==> src/rtl/umem_arbiter.sv <==
// Arbitrates the CPU fetch and data ports onto one single-ported unified memory.
// Data has priority, capped by a streak limit; out-of-range data accesses are answered locally with d_err.
module umem_arbiter #(
   parameter int          ADDR_W       = 12,
   parameter logic [31:0] IF_BASE      = 32'h0000_3000,
   parameter int          MAX_D_STREAK = 2
) (
   input  logic              clk,
   input  logic              reset,
   input  logic              if_req,
   input  logic [31:0]       if_addr,
   output logic              if_ack,
   output logic [31:0]       if_rdata,
   input  logic              d_req,
   input  logic [3:0]        d_byteen,
   input  logic [31:0]       d_addr,
   input  logic [31:0]       d_wdata,
   output logic              d_ack,
   output logic [31:0]       d_rdata,
   output logic              d_err,
   output logic              mem_en,
   output logic [3:0]        mem_byteen,
   output logic [ADDR_W-1:0] mem_addr,
   output logic [31:0]       mem_wdata,
   input  logic [31:0]       mem_rdata
);

   localparam int DSTK_W = (MAX_D_STREAK > 0) ? $clog2(MAX_D_STREAK + 1) : 1;
   localparam logic [DSTK_W-1:0] DSTK_MAX = DSTK_W'(MAX_D_STREAK);

   typedef enum logic [1:0] {
      OWN_NONE,
      OWN_IF,
      OWN_D,
      OWN_DERR
   } own_t;

   own_t              own;
   own_t              own_next;
   logic [DSTK_W-1:0] dstk;
   logic [DSTK_W-1:0] dstk_next;
   logic              d_read;
   logic              d_read_next;
   logic              if_elig;
   logic              d_elig;
   logic              grant_if;
   logic              grant_d;
   logic              d_in_range;
   logic [31:0]       if_offset;
   logic              unused_bits;

   assign unused_bits = ^{d_addr[1:0], if_offset[31:ADDR_W+2], if_offset[1:0]};

   always_ff @(posedge clk) begin
      if (!reset) begin
         own    <= OWN_NONE;
         dstk   <= '0;
         d_read <= 1'b0;
      end else begin
         own    <= own_next;
         dstk   <= dstk_next;
         d_read <= d_read_next;
      end
   end

   // A requester in its ack cycle is not eligible, so the other side gets the slot with no bubble.
   always_comb begin
      if_offset   = if_addr - IF_BASE;
      d_in_range  = (d_addr[31:ADDR_W+2] == '0);
      if_elig     = if_req && (own != OWN_IF);
      d_elig      = d_req && (own != OWN_D) && (own != OWN_DERR);
      grant_d     = d_elig && !(if_elig && (dstk == DSTK_MAX));
      grant_if    = if_elig && !grant_d;

      mem_en      = 1'b0;
      mem_byteen  = 4'b0000;
      mem_addr    = '0;
      mem_wdata   = 32'd0;
      own_next    = OWN_NONE;
      dstk_next   = '0;
      d_read_next = d_read;

      if (grant_if) begin
         mem_en   = 1'b1;
         mem_addr = if_offset[ADDR_W+1:2];
         own_next = OWN_IF;
      end else if (grant_d) begin
         d_read_next = (d_byteen == 4'b0000);
         if (d_in_range) begin
            mem_en     = 1'b1;
            mem_byteen = d_byteen;
            mem_addr   = d_addr[ADDR_W+1:2];
            mem_wdata  = d_wdata;
            own_next   = OWN_D;
         end else begin
            own_next = OWN_DERR;
         end
         if (if_elig) begin
            dstk_next = (dstk == DSTK_MAX) ? dstk : dstk + DSTK_W'(1);
         end
      end

      if (!reset) begin
         mem_en     = 1'b0;
         mem_byteen = 4'b0000;
         mem_addr   = '0;
         mem_wdata  = 32'd0;
      end
   end

   // Acks follow the owner register; write acks and error acks return zero data.
   always_comb begin
      if_ack   = 1'b0;
      if_rdata = 32'd0;
      d_ack    = 1'b0;
      d_rdata  = 32'd0;
      d_err    = 1'b0;
      if (reset) begin
         case (own)
            OWN_IF: begin
               if_ack   = 1'b1;
               if_rdata = mem_rdata;
            end
            OWN_D: begin
               d_ack   = 1'b1;
               d_rdata = d_read ? mem_rdata : 32'd0;
            end
            OWN_DERR: begin
               d_ack = 1'b1;
               d_err = 1'b1;
            end
            default: begin
            end
         endcase
      end
   end

endmodule

==> config.mk <==
export PLATFORM = sky130hd
export DESIGN_NAME = umem_arbiter
export DESIGN_NICKNAME = d
export VERILOG_FILES = /design/src/rtl/umem_arbiter.sv
export SDC_FILE = /design/constraint.sdc
export NUM_CORES = 1
export LEC_CHECK = 0
export ABC_AREA = 1
export BUFFER_PORTS_ARGS = -buffer_cell sky130_fd_sc_hd__buf_2
export CORE_AREA = 2 2 99 101
export CTS_CLUSTER_DIAMETER = 150
export DETAILED_ROUTE_END_ITERATION = 10
export DIE_AREA = 0 0 101 103
export RECOVER_POWER = 100
export SETUP_SLACK_MARGIN = 0.5
export SLEW_MARGIN = 5
export SYNTH_ARGS = -nofsm -noshare
export SYNTH_HDL_FRONTEND = slang
export SYNTH_SLANG_ARGS = --single-unit
==> constraint.sdc <==
create_clock -name clk -period 1.85 [get_ports clk]
set_input_delay 0.37 -clock clk [delete_from_list [all_inputs] [get_ports clk]]
set_output_delay 0.37 -clock clk [all_outputs]
set_load 0.01 [all_outputs]
After elaboration in Yosys (flattened, before gate mapping):

Cells that the tools add are included.

* $add $sub $neg: 2
* $mul: 0
* div/mod/pow operators: 0
* $lt $le $gt $ge: 0
* equality and inequality tests: 7
* shift operators: 0
* mux-type cells: 30
* bitwise logic cells: 4
* reduce and logical (&&, ||, !) cells: 14

Operators with widths (count)
* two-way mux 32 bit: 9
* two-way mux 12 bit: 4
* logical NOT 18 bit: 1
* two-way mux 4 bit: 4
* subtractor 14 bit, second input constant: 1
* two-way mux 1 bit: 13
* == test 2 bit, second input constant: 3
* logical AND 1 bit: 6
* logical NOT 4 bit: 1
* inequality test 2 bit, second input constant: 2
* NOT 1 bit: 4
* OR reduction 4 bit: 1
* OR reduction 3 bit: 1
* adder 2 x 1 -> 2 bit, second input constant: 1
* == test 2 x 1 -> 1 bit, second input constant: 1
* logical NOT 1 bit: 2
* inequality test 2 x 1 -> 1 bit, second input constant: 1
* AND reduction 2 bit: 1
* OR reduction 2 bit: 1

* flip-flop bits (word level): 5
* bits in latches: 0
* memory bits (writable): 0
* memory bits (read-only): 0
* input port bits: 136
* logic and storage cells: 61
* memories kept: 0

Logic depth before layout (Yosys ltp):

* word-level depth: 9
* depth in mapped cells: 10
* gate-level depth less buffers: 9

Least setup slack after synthesis:

OpenSTA, ideal clock, no wires.

* kind: register -> output
* start: register dstk[0]
* end: output port mem_wdata[10]
* arrival time: 1.343 ns
* path slack: 0.137 ns
* cell stages (with the launch flop): 10
* path buffers: 2
* cell sequence: dfxtp_1 -> inv_1 -> ha_1 -> nand3_4 -> nand2_4 -> nor2_4 -> buf_6 -> buf_6 -> nand2_1 -> nor2_1

* cells in the longest elaborated chain, start to end: 8
* elaborated cells on any way between the ends: 9

Ends and longest elaborated chain
* from (decl): line 40 `logic [DSTK_W-1:0] dstk;`
* from (signal assigned): line 61 `dstk <= dstk_next;`
* == test 2 bit (*): line 72 `grant_d = d_elig && !(if_elig && (dstk == DSTK_MAX));`
* logical AND 1 bit (*): line 72
* logical NOT 1 bit (*): line 72
* logical AND 1 bit (*): line 72
* logical NOT 1 bit: line 73 `grant_if = if_elig && !grant_d;`
* logical AND 1 bit: line 73
* two-way mux 32 bit (*): line 83 `if (grant_if) begin`
* two-way mux 32 bit (*): line 103 `if (!reset) begin`
* to (decl): line 24 `output logic [31:0] mem_wdata,`

Every way passes the cells marked *; elsewhere a longest branch is shown, timed or not.

Worst setup path after layout:

* start: register dstk[0]
* end: output port mem_addr[3]

* cells in the longest elaborated chain, start to end: 8
* elaborated cells on any way between the ends: 9

Ends and longest elaborated chain
* == test 2 bit (*): line 72
* logical AND 1 bit (*): line 72
* logical NOT 1 bit (*): line 72
* logical AND 1 bit (*): line 72
* logical NOT 1 bit: line 73
* logical AND 1 bit: line 73
* two-way mux 12 bit (*): line 83
* two-way mux 12 bit (*): line 103
* to (decl): line 23 `output logic [ADDR_W-1:0] mem_addr,`

Marks and branches as above.

==> results.py <==
metrics = {
    "floorplan": {
        "die_y_um": 103,
        "die_width_um": 101,
        "core_mm2": 0.00946,
        "io_pins": 252,
        "rows": 36,
        "start_util_pct": 15.8,
        "fp.dieArea_mm2": 0.0104,
    },
    "run": {
        "maxCapViolations": 0,
    },
    "synth": {
        "ys_ff_latch": 5,
        "synth-seq-area-share_pct": 6.69,
        "synth_xor_area_share_pct": 1.17,
        "syn_inst": 320,
        "syn_area_per_cell_um2": 4.67,
        "yosysWarnings": 0,
        "synthAdderAreaFrac_pct": 0.837,
        "synth_area_mm2": 0.00150,
        "synth-simple-area-share_pct": 67.6,
        "synth_mux_area_share_pct": 0,
        "syn_nets": 457,
        "synth_compound_area_share_pct": 1.67,
        "yosysUniqueCellTypes": 23,
        "synth_top_family_by_area": "simple AND/OR/NAND/NOR gates",
    },
    "pwr": {
        "power.leakage_nw": 2.10,
        "ir_drop_mv": 0.200,
        "total_power_w": 0.00101,
        "power_density_mw_per_mm2": 242,
    },
    "clock_tree": {
        "insertion_delay_ns": 0.23,
        "clockBufferDepth": 2,
        "clk_pin_slew_ns": 0.04,
        "cts-htree-levels": 1,
        "cts_hold_buf": 0,
        "numCtsBuffers": 3,
        "clock-sinks": 5,
        "cts_tree": "yes",
        "cts-root-buf": "clkbuf_8",
    },
    "drt": {
        "drt_iter0_drc": 41,
        "drt-total-wl_um": 9000,
        "viasPerCell": 4.34,
        "num_vias": 2966,
        "drtPass1Iterations": 4,
        "wire_per_inst_um": 13.2,
        "ant_nets": 0,
        "drc_errors": 0,
    },
    "global_routing": {
        "grt_pass1_wl_um": 11500,
        "grt_max_degree": 36,
        "first_global_vias": 2505,
        "antenna_found_initial": 0,
        "grt_usage_pct": 14.0,
        "grt-ovfl-total": 0,
    },
    "sta": {
        "skew_ns": 0.00578,
        "tightest_slew_ns": 0.579,
        "worst_slack_ns": -0.127,
        "timing.slew.headroom_pct": 61.0,
        "rsz0062_at_grt": "yes",
        "fin_crit_ns": 1.98,
        "tns_ns": -3.48,
        "setup_viol": 49,
        "fmax_ghz": 0.506,
        "slew_violations": 0,
        "fin_crit_sh_pct": 107,
        "finalHoldViolations": 0,
    },
    "cells_and_area": {
        "final_nets": 708,
        "areaGrowthSynthToFinish_pct": 179,
        "num_antenna_cells": 0,
        "fillCellCount": 921,
        "final_layout_size_suffix_gt1_share_pct": 69.3,
    },
    "place": {
        "port_buffers": 229,
        "hpwl_um": 5770,
        "gp_congestion": 0.783,
    },
    "run_status": {
        "failed_checks": "setup timing",
        "status": "finished, violations left",
    },
    "critical_path": {
        "slowest_delay_ns": 0.33,
        "path_cells": "inv_2, ha_4, nand3_4, nand2_4, buf_4, buf_8, nand2_8, nor2_2, nor2_1, nor2_2, buf_2",
        "crit_slowest_cell": "dfxtp_2",
        "crit_start": "dstk[0]",
        "r2r_start": "dstk[0]",
        "crit_required_ns": 1.48,
        "startpoint_type": "flop",
        "cp.buffers_inverters": 4,
        "path_max_fanout": 7,
        "endpoint_kind": "output port",
        "critPathTopFamily": "buffers and inverters",
        "cpMostUsedCell": "nor2_2",
        "worstSetupPathType": "reg -> out",
        "cp_data_arrival_time_ns": 1.61,
    },
    "hold_path": {
        "hp-class": "in -> reg",
        "hp-start": "reset",
    },
}
## where the power goes
part | internal (W) | total (W) | leakage [nW] | switching (W)
logic | 0.000316 | 0.000685 | 2.04 | 0.000369
registers | 0.000114 | 0.000120 | 0.0427 | 0.00000556
clock network | 0.000148 | 0.000205 | 0.0228 | 0.0000571
## kinds of logic after synthesis
kind of cell | Yosys count
XOR/XNOR | 2
buffers and inverters | 77
adder cells (fa/ha/maj) | 1
flip-flops | 5
AO/OA/AOI/OAI | 5
AND/OR/NAND/NOR | 230
## tightest hold or removal path: cells and delay by family
family | cells | cell delay [ns]
buf+inv | 2 | 0.20
compound gates | 1 | 0.13
## synthesized netlist by cell type
cell type | number | area [um2]
a21oi_1 | 3 | 15.0
xnor2_1 | 1 | 8.76
nor2_4 | 3 | 33.8
buf_2 | 8 | 40.0
nand2_4 | 3 | 33.8
or2_0 | 1 | 6.26
buf_1 | 3 | 11.3
nor2_1 | 120 | 450
dfxtp_1 | 5 | 100
xor2_1 | 1 | 8.76
buf_6 | 4 | 45.0
nor3_1 | 34 | 170
ha_1 | 1 | 12.5
nand3_1 | 13 | 65.1
inv_2 | 2 | 7.51
nor2_2 | 9 | 56.3
clkbuf_1 | 7 | 26.3
o21ai_0 | 2 | 10.0
nand3_4 | 1 | 17.5
nor4_1 | 1 | 6.26
nand2_1 | 44 | 165
inv_1 | 53 | 199
and2_1 | 1 | 6.26
## cells in the final DEF, fill, tap and decap left out, drive strengths merged
cell / Yosys / final
ha: 1 / 1
dfxtp: 5 / 5
nor2: 132 / 132
buf: 15 / 232
o21ai: 2 / 2
nor4: 1 / 1
or2: 1 / 1
nand3: 14 / 14
xor2: 1 / 1
and2: 1 / 1
clkbuf: 7 / 39
inv: 55 / 55
nor3: 34 / 34
xnor2: 1 / 1
nand2: 47 / 48
a21oi: 3 / 3
## sequential cells by signal (all words and copies together), names as in the netlist
signal / flops
own: 2
dstk: 2
d_read: 1
## worst paths after layout
check / end / slack (ns) / cells past startpoint
setup reg to reg: own[0] / 0.49 / 10
hold reg to reg: dstk[0] / 0.58 / 2
setup / recovery: mem_addr[3] / -0.13 / 11
hold / removal: own[0] / 0.52 / 3
## metal layers
| layer | track usage, % | vias to the layer above | wire [um] |
|---|---|---|---|
| li1 | - | 1455 | - |
| met1 | 14.2 | 1333 | 3190 |
| met2 | 29.1 | 167 | 4930 |
| met3 | 2.64 | 11 | 770 |
| met4 | 2.91 | 0 | 106 |
| met5 | 0 | - | 0 |
## area by class of cell
class	instances	area [um2]	area share, %
sequential	5	106	2.55
inverter	55	206	4.94
multi-input combinational	239	1830	43.8
timing repair buffer	267	1850	44.3
tap	114	143	3.41
clock buffer	4	45.0	1.08
## through the flow
step | hold slack [ns] | instance area (um2) | cells | setup slack [ns] | utilization (%)
finish | 0.518 | 4180 | 684 | -0.127 | 44.2
global route | 0.567 | 4180 | 684 | -0.194 | 44.2
CTS | 0.514 | 3720 | 677 | -0.158 | 39.3
detailed placement | 0.557 | 3110 | 653 | -0.0226 | 32.9
global placement | 0.539 | 3110 | 653 | -0.00759 | 32.9
floorplan | 0.516 | 1830 | 320 | 0.260 | -
## what timing repair did
action | CTS | global route
buffers inserted | 12 | 5
gates cloned | 8 | 2
pin swaps | 28 | 8
setup endpoints to repair | 115 | 117
resized for setup | 69 | 96
(Power assumes the default switching activity.)
